--- config.mk ---
export PLATFORM = sky130hd
export DESIGN_NAME = sp_ram_arbiter
export DESIGN_NICKNAME = d
export VERILOG_FILES = /design/src/rtl/sp_ram_arb_pkg.sv /design/src/rtl/sp_ram_arb_grant.sv /design/src/rtl/sp_ram_arbiter.sv
export SDC_FILE = /design/constraint.sdc
export NUM_CORES = 1
export LEC_CHECK = 0
export BUFFER_PORTS_ARGS = -buffer_cell sky130_fd_sc_hd__buf_2
export CORE_MARGIN = 4
export CORE_UTILIZATION = 42
export DETAILED_ROUTE_END_ITERATION = 10
export GPL_TIMING_DRIVEN = 1
export PLACE_DENSITY = 0.76
export SYNTH_ARGS = -nofsm -noshare
export SYNTH_HDL_FRONTEND = slang
export SYNTH_SLANG_ARGS = --single-unit
--- constraint.sdc ---
create_clock -name clk -period 1.6 [get_ports clk]
set_input_delay 0.16 -clock clk [delete_from_list [all_inputs] [get_ports clk]]
set_output_delay 0.16 -clock clk [all_outputs]
set_load 0.05 [all_outputs]
--- src/rtl/sp_ram_arb_pkg.sv ---
// rtl/sp_ram_arb_pkg.sv - state encoding and access timing constants for sp_ram_arbiter
package sp_ram_arb_pkg;

    // Controller states
    localparam logic [1:0] ST_IDLE    = 2'd0;
    localparam logic [1:0] ST_CMD     = 2'd1;
    localparam logic [1:0] ST_RD_WAIT = 2'd2;

    // Cycles spent in each non-idle state per access
    localparam int CMD_CYCLES     = 1;
    localparam int RD_WAIT_CYCLES = 1;

endpackage

--- src/rtl/sp_ram_arb_grant.sv ---
// rtl/sp_ram_arb_grant.sv - one-hot grant search starting at a rotating pointer
module sp_ram_arb_grant
    import sp_ram_arb_pkg::*;
#(
    parameter  int NUM_REQ = 2,
    localparam int PTR_W   = $clog2(NUM_REQ)
) (
    input  logic [NUM_REQ-1:0] req,
    input  logic [PTR_W-1:0]   ptr,
    output logic [NUM_REQ-1:0] grant
);

    // First asserted request at or after ptr, wrapping; a zero ptr gives lowest-index priority
    always_comb begin
        logic [PTR_W:0] sum;
        logic           found;
        grant = '0;
        found = 1'b0;
        sum   = '0;
        for (int k = 0; k < NUM_REQ; k++) begin
            sum = {1'b0, ptr} + (PTR_W+1)'(k);
            if (sum >= (PTR_W+1)'(NUM_REQ)) begin
                sum = sum - (PTR_W+1)'(NUM_REQ);
            end
            if (!found && req[sum[PTR_W-1:0]]) begin
                grant[sum[PTR_W-1:0]] = 1'b1;
                found = 1'b1;
            end
        end
    end

endmodule

--- src/rtl/sp_ram_arbiter.sv ---
// rtl/sp_ram_arbiter.sv - single-port RAM arbiter; SP_RAM_ARB_RR_EN selects round-robin over fixed priority
module sp_ram_arbiter
    import sp_ram_arb_pkg::*;
#(
    parameter int DATA_WIDTH = 8,
    parameter int ADDR_WIDTH = 8,
    parameter int NUM_REQ    = 2
) (
    input  logic                          clk,
    input  logic                          rst_n,
    input  logic [NUM_REQ-1:0]            req_valid,
    input  logic [NUM_REQ-1:0]            req_we,
    input  logic [NUM_REQ*ADDR_WIDTH-1:0] req_addr,
    input  logic [NUM_REQ*DATA_WIDTH-1:0] req_wdata,
    output logic [NUM_REQ-1:0]            req_ready,
    output logic [NUM_REQ-1:0]            rsp_valid,
    output logic [DATA_WIDTH-1:0]         rsp_rdata,
    output logic                          ram_cs,
    output logic                          ram_we,
    output logic                          ram_oe,
    output logic [ADDR_WIDTH-1:0]         ram_addr,
    output logic [DATA_WIDTH-1:0]         ram_wdata,
    input  logic [DATA_WIDTH-1:0]         ram_rdata,
    output logic                          busy
);

    localparam int PTR_W = $clog2(NUM_REQ);

    logic [1:0]            state;
    logic [PTR_W-1:0]      owner;
    logic                  we_q;
    logic [ADDR_WIDTH-1:0] addr_q;
    logic [DATA_WIDTH-1:0] wdata_q;

    logic [PTR_W-1:0]      ptr;
    logic [NUM_REQ-1:0]    grant;
    logic [PTR_W-1:0]      win_idx;
    logic                  win_we;
    logic [ADDR_WIDTH-1:0] win_addr;
    logic [DATA_WIDTH-1:0] win_wdata;
    logic                  handshake;

    sp_ram_arb_grant #(
        .NUM_REQ (NUM_REQ)
    ) u_grant (
        .req   (req_valid),
        .ptr   (ptr),
        .grant (grant)
    );

    // Grants are offered only when idle and out of reset, so a withdrawn valid drops its grant at once
    assign req_ready = (rst_n && state == ST_IDLE) ? grant : '0;
    assign handshake = |req_ready;

    // Select the winning requester's command fields
    always_comb begin
        win_idx   = '0;
        win_we    = 1'b0;
        win_addr  = '0;
        win_wdata = '0;
        for (int i = 0; i < NUM_REQ; i++) begin
            if (grant[i]) begin
                win_idx   = PTR_W'(i);
                win_we    = req_we[i];
                win_addr  = req_addr[i*ADDR_WIDTH +: ADDR_WIDTH];
                win_wdata = req_wdata[i*DATA_WIDTH +: DATA_WIDTH];
            end
        end
    end

`ifdef SP_RAM_ARB_RR_EN
    // Search pointer moves just past the last winner so every requester gets a turn
    always_ff @(posedge clk or negedge rst_n) begin
        if (!rst_n) begin
            ptr <= '0;
        end else if (handshake) begin
            ptr <= (win_idx == PTR_W'(NUM_REQ - 1)) ? '0 : win_idx + PTR_W'(1);
        end
    end
`else
    assign ptr = '0;
`endif

    // Access sequencer: capture on handshake, one command cycle, one read-return cycle
    always_ff @(posedge clk or negedge rst_n) begin
        if (!rst_n) begin
            state   <= ST_IDLE;
            owner   <= '0;
            we_q    <= 1'b0;
            addr_q  <= '0;
            wdata_q <= '0;
        end else begin
            case (state)
                ST_IDLE: begin
                    if (handshake) begin
                        state   <= ST_CMD;
                        owner   <= win_idx;
                        we_q    <= win_we;
                        addr_q  <= win_addr;
                        wdata_q <= win_wdata;
                    end
                end
                ST_CMD:     state <= we_q ? ST_IDLE : ST_RD_WAIT;
                ST_RD_WAIT: state <= ST_IDLE;
                default:    state <= ST_IDLE;
            endcase
        end
    end

    assign busy      = (state != ST_IDLE);
    assign ram_cs    = (state == ST_CMD);
    assign ram_we    = ram_cs & we_q;
    assign ram_oe    = ram_cs & ~we_q;
    assign ram_addr  = addr_q;
    assign ram_wdata = wdata_q;
    assign rsp_valid = (state == ST_RD_WAIT) ? (NUM_REQ'(1) << owner) : '0;
    assign rsp_rdata = (state == ST_RD_WAIT) ? ram_rdata : '0;

endmodule

==> summary.md, run 1 <==
| Metric | Value |
|---|---|
| GPL Wtd Cong | 0.709 |
| Syn Inst Count | 124 |
| Avg WL per Cell | 15.3 µm |
| DPL Wire Length | 2710 µm |
| Post-layout util | 63.5% |
| Die Span X | 61.6 µm |
| CP startpoint kind | flip-flop |
| Maximum vdd ir drop | 1080 µV |
| Cell count of the worst reg-to-reg path | 4 |
| HP Class | in -> reg |
| Syn nets | 170 |
| Share of cells above drive strength 1 | 53.4% |
| Drt pass-1 iters | 4 |
| R2r setup slk | 0.16 ns |
| PwrDens | 1420 mW/mm² |
| CTS clk-pin slew, worst paths | 0.12 ns |
| Max stage delay on crit path | 0.47 ns |
| Sequential area share after synthesis | 41.5% |
| Slew @ Worst Pin | 0.257 ns |
| Hold path depth | 3 |
| H-tree depth | 1 |
| Worst path cell trace | and4bb_1 > and2_4 > buf_6 |
| Yosys cell types | 21 |
| WP data arrival | 1.38 ns |
| # IOs | 78 |
| Lkg Pwr | 0.000875 µW |
| CP max FO | 7 |
| Max Freq | 651 MHz |
| Critical path class | reg -> out |
| Final net count | 255 |
| Layout Cells excl Fill | 239 |
| Most frequent cells in the layout | buf_2, dfrtp_1, nor3b_1, a31oi_1, nand2_1 |
| 1st-iter DRT viols | 56 |
| RSZ-0062 raised after global routing | yes |
| Commonest non-fill, non-tap cell in the layout | buf_2 |
| Maxcap violations | 0 |
| Worst setup EP type | output port |
| Number of placed instances, taps included | 232 |
| Final setup fails | 0 |
| Mean Syn Cell Area | 9.74 µm² |
| Synth Register Bits | 20 |
| Final-report max-slew violation count | 0 |
| Die outline area | 0.00380 mm² |
| Global route overflow | 0 |
| Initial antenna violation count | 0 |
| Pin count of the biggest net entering global routing | 20 |
| PnR Total Power | 2490 µW |
| Inserted Diodes | 0 |
| # clock sinks | 20 |
| Core outline area | 0.00276 mm² |
| Final wirelength | 3650 µm |
| Die Y | 61.6 µm |
| Critical Path Slowest Stage Cell | dfrtp_2 |
| Skew final | 0.0101 ns |
| Final min period | 1.54 ns |
| Drt drc | 0 |
| Vias in the first global route | 1236 |
| Final period util | 96.0% |
| Deepest clock path buffer count | 2 |
| Netlist Area Pre-Place | 0.00121 mm² |
| Worst relative slew slack | 83.0% |
| First-pass GRT wire length | 5580 µm |
| Total GRT Usage | 19.8% |
| PortBufs | 77 |
| Synth warnings | 0 |
| Clk root buf | clkbuf_4 |
| P&R area growth vs syn | 45.0% |
| Vias | 1306 |
| CP required | 1.44 ns |
| Final ANT Viol Nets | 0 |
| Total Negative Setup Slacks | 0 ns |
| Outcome | complete, no violations |
| Clk_lat worst skew | 0.30 ns |
| Detailed-route vias per instance | 5.46 |
| Clock buffer count from CTS | 3 |
| Final Hold Viols | 0 |
| Row cnt | 19 |
| CTS tree | yes |
| Hold WS | 0.0672 ns |
| Starting density of the core | 43.8% |
[where the power goes]
part,total [µW],switching [µW],internal [µW],leakage (µW)
clock,295,156,139,0.0000210
combinational,1390,946,445,0.000618
sequential,805,138,667,0.000237
[Yosys cell counts]
master    count  share of area [%]
or3b_1        1               0.73
a22oi_2       9                9.3
buf_1         1               0.31
buf_6         1               0.93
nor2_1        4                1.2
buf_2         5                2.1
and4bb_1      1                1.0
or2_2         1               0.52
a31oi_1      17                8.8
a22oi_1       8                5.0
nor3b_1      17                 11
and4bb_2      1                1.0
dfrtp_1      20                 41
and2b_2       1               0.73
nor2b_1       4                2.1
clkbuf_1      2               0.62
buf_4         1               0.62
clkinv_1      1               0.31
and2_1       11                5.7
buf_12        1                1.7
nand2_1      17                5.3
[cells by family (layout without fill, tap and decap cells)]
logic type,after synthesis,after routing,synth area share [%]
DFF,20,20,41.5
AOI/OAI and AO/OA,34,34,23.1
buffers and inverters,12,95,6.53
and+or+nand+nor,58,59,28.9
[state kept, by name (all words and copies together) (netlist names)]
name	cells
we_q	1
ram_wdata	8
state	2
ram_addr	8
owner	1
[critical path, delay by kind of cell (launching register included)]
family	cells	cell delay, ns
buffers and inverters	1	0.15
AND/OR/NAND/NOR	2	0.44
flip-flops	1	0.47
[through the flow]
| stage | worst slack (ns) | instance area [µm²] |
|---|---|---|
| 4_1_cts | -0.0168 | 1710 |
| 2_1_floorplan | 0.00386 | 1210 |
| 3_5_place_dp | 0.175 | 1640 |
| 3_3_place_gp | 0.211 | 1640 |
| 6_report | 0.0646 | 1750 |
| 5_1_grt | -0.00468 | 1750 |
[path summary, 6_finish.rpt]
path	start	to
max in group asynchronous	rst_n	state[0]
max	state[0]	req_ready[1]
min in group asynchronous	rst_n	ram_wdata[0]
max reg2reg	state[0]	ram_wdata[4]
min	req_wdata[7]	ram_wdata[7]
min reg2reg	we_q	state[1]
[per-layer routing]
| layer | routed length (µm) | global-route usage (%) |
|---|---|---|
| met3 | 321 | 5.03 |
| met2 | 1750 | 31.7 |
| met1 | 1540 | 26.2 |
| met5 | 0 | 0 |
| met4 | 39 | 6.67 |
[cell type report]
cell class                      count  area (µm²)
Multi-Input combinational cell     93         653
Tap cell                           31        38.8
Fill cell                         231        1010
Inverter                            1        3.75
Sequential cell                    20         503
Clock buffer                        4        36.3
Timing Repair Buffer               90         515
[repair_timing]
action | 4_1_cts | 5_1_grt
buffers inserted | 0 | 1
setup endpoints to repair | 12 | 14
cloned | 0 | 1
pin swaps | 1 | 2
hold endpoints to repair | 20 | 0
gates resized for setup | 6 | 13
hold buffers | 1 | 0
Power figures use the tool's default switching activity.
==> run 2, diff against run 1 <==
==> constraint.sdc (replaced) <==
create_clock -name clk -period 1.71 [get_ports clk]
set_input_delay 0.171 -clock clk [delete_from_list [all_inputs] [get_ports clk]]
set_output_delay 0.171 -clock clk [all_outputs]
set_load 0.05 [all_outputs]
==> run 2 against run 1 <==
Cell count is 2.1% lower. Routed wire length is 5.3% lower. Register-to-register slack gained 0.13 ns. Die area stayed put. Sequential power is 6.8% lower. Critical path type unchanged. Largest power group unchanged. Highest routed layer unchanged.
==> summary.md, run 2 (same netlist as run 1, synthesis figures left out) <==
| Metric | Value |
|---|---|
| Outcome | complete, no violations |
| Die Y | 61.6 µm |
| Sw Ratio | 50.9% |
| PortBufs | 77 |
| Sequential cell fraction of total power | 33.5% |
| Critical path class | reg -> out |
| Core outline area | 0.00276 mm² |
| Hold WS | 0.0851 ns |
| Most frequent cells in the layout | buf_2, dfrtp_1, nor3b_1, a31oi_1, nand2_1 |
| CP max FO | 6 |
| Reg-to-Reg End | ram_addr[2] |
| Global route overflow | 0 |
| H-tree depth | 1 |
| Clk root buf | clkbuf_4 |
| DPL Wire Length | 2580 µm |
| Final ANT Viol Nets | 0 |
| Starting density of the core | 43.8% |
| Final period util | 95.2% |
| # IOs | 78 |
| Vias in the first global route | 1158 |
| Skew final | 0.00428 ns |
| WP data arrival | 1.46 ns |
| Detailed-route vias per instance | 5.30 |
| Max Freq | 615 MHz |
| Drt drc | 0 |
| Pint | 1100 µW |
| Psw | 1140 µW |
| FF-to-FF Start | state[0] |
| R2r setup slk | 0.29 ns |
| GPL Wtd Cong | 0.706 |
| Hold path depth | 3 |
| First-pass GRT wire length | 5230 µm |
| RSZ-0062 raised after global routing | no |
| Worst setup EP type | output port |
| Vias | 1240 |
| CTS clk-pin slew, worst paths | 0.11 ns |
| CP startpoint kind | flip-flop |
| Share of cells above drive strength 1 | 50.2% |
| # clock sinks | 20 |
| Total GRT Usage | 18.5% |
| Worst relative slew slack | 71.2% |
| Lkg Pwr | 0.000850 µW |
| Final-report max-slew violation count | 0 |
| Slew @ Worst Pin | 0.430 ns |
| Final net count | 251 |
| Pin count of the biggest net entering global routing | 21 |
| Maximum vdd ir drop | 859 µV |
| Initial antenna violation count | 0 |
| Clk network pwr share | 9.8% |
| Deepest clock path buffer count | 2 |
| Drt pass-1 iters | 4 |
| Die outline area | 0.00380 mm² |
| Comb power frac | 56.7% |
| Avg WL per Cell | 14.8 µm |
| Cell count of the worst reg-to-reg path | 4 |
| 1st-iter DRT viols | 58 |
| Clk_lat worst skew | 0.29 ns |
| Min-delay src | req_wdata[7] |
| Maxcap violations | 0 |
| HP Class | in -> reg |
| Die Span X | 61.6 µm |
| Min-Delay Endpoint | ram_wdata[7] |
| P&R area growth vs syn | 38.4% |
| Commonest non-fill, non-tap cell in the layout | buf_2 |
| # Post-CTS Setup Buffers | 0 |
| PwrDens | 1340 mW/mm² |
| Final wirelength | 3460 µm |
| Row cnt | 19 |
| CP required | 1.54 ns |
| Final Hold Viols | 0 |
| Final setup fails | 0 |
| Clock buffer count from CTS | 3 |
| CTS tree | yes |
| Final min period | 1.63 ns |
| Total Negative Setup Slacks | 0 ns |
| Post-layout util | 60.6% |
| Inserted Diodes | 0 |
run 2: area by class of cell:
class / instances / area [µm²]
Clock buffer: 3 / 22.5
Fill cell: 249 / 1090
Inverter: 1 / 3.75
Sequential cell: 20 / 500
Timing Repair Buffer: 87 / 468
Multi-Input combinational cell: 92 / 638
Tap cell: 31 / 38.8
run 2: timing repair:
action / 4_1_cts / 5_1_grt
hold buffers: 2 / 0
resized for setup: 1 / 2
endpoints found under the setup margin: 10 / 6
endpoints found under the hold margin: 9 / 0
run 2: critical path: stages (launching register included):
cell and delay, ns:
dfrtp_1 0.46, and4bb_1 0.33, and2_1 0.15, clkbuf_4 0.23
run 2: through the flow:
stage | area, µm² | std cells | worst slack, ns | total power, µW
5_1_grt | 1670 | 234 | 0.00691 | 2370
6_report | 1670 | 234 | 0.0827 | 2240
3_5_place_dp | 1620 | 229 | 0.295 | 2030
4_1_cts | 1660 | 234 | 0.0735 | 2250
2_1_floorplan | 1210 | 124 | 0.103 | 1720
3_3_place_gp | 1620 | 229 | 0.334 | 2000
run 2: power by group through the flow:
| stage | sequential [µW] | clock, µW | combinational [µW] |
|---|---|---|---|
| 2_1_floorplan | 1200 | 0 | 516 |
| 3_3_place_gp | 750 | 0 | 1250 |
| 3_5_place_dp | 756 | 0 | 1270 |
| 4_1_cts | 749 | 229 | 1270 |
| 5_1_grt | 772 | 248 | 1350 |
| 6_report | 750 | 218 | 1270 |
run 2: worst max path at each step:
stage	cells past startpoint	endpoint	start
global placement	5	ram_addr[7]	rst_n
floorplan	4	req_ready[1]	state[0]
CTS	3	req_ready[1]	state[0]
finish	3	req_ready[1]	state[0]
detailed placement	5	ram_addr[2]	rst_n
global route	3	req_ready[1]	state[0]
run 2: metal layers:
metal  vias up  share of wire, %  GRT usage (%)
met5         -                 0              0
met4         0              0.38           3.64
met3         2               9.0           4.61
met2        51                48           29.9
met1       576                43           25.2
li1        611                 -              -
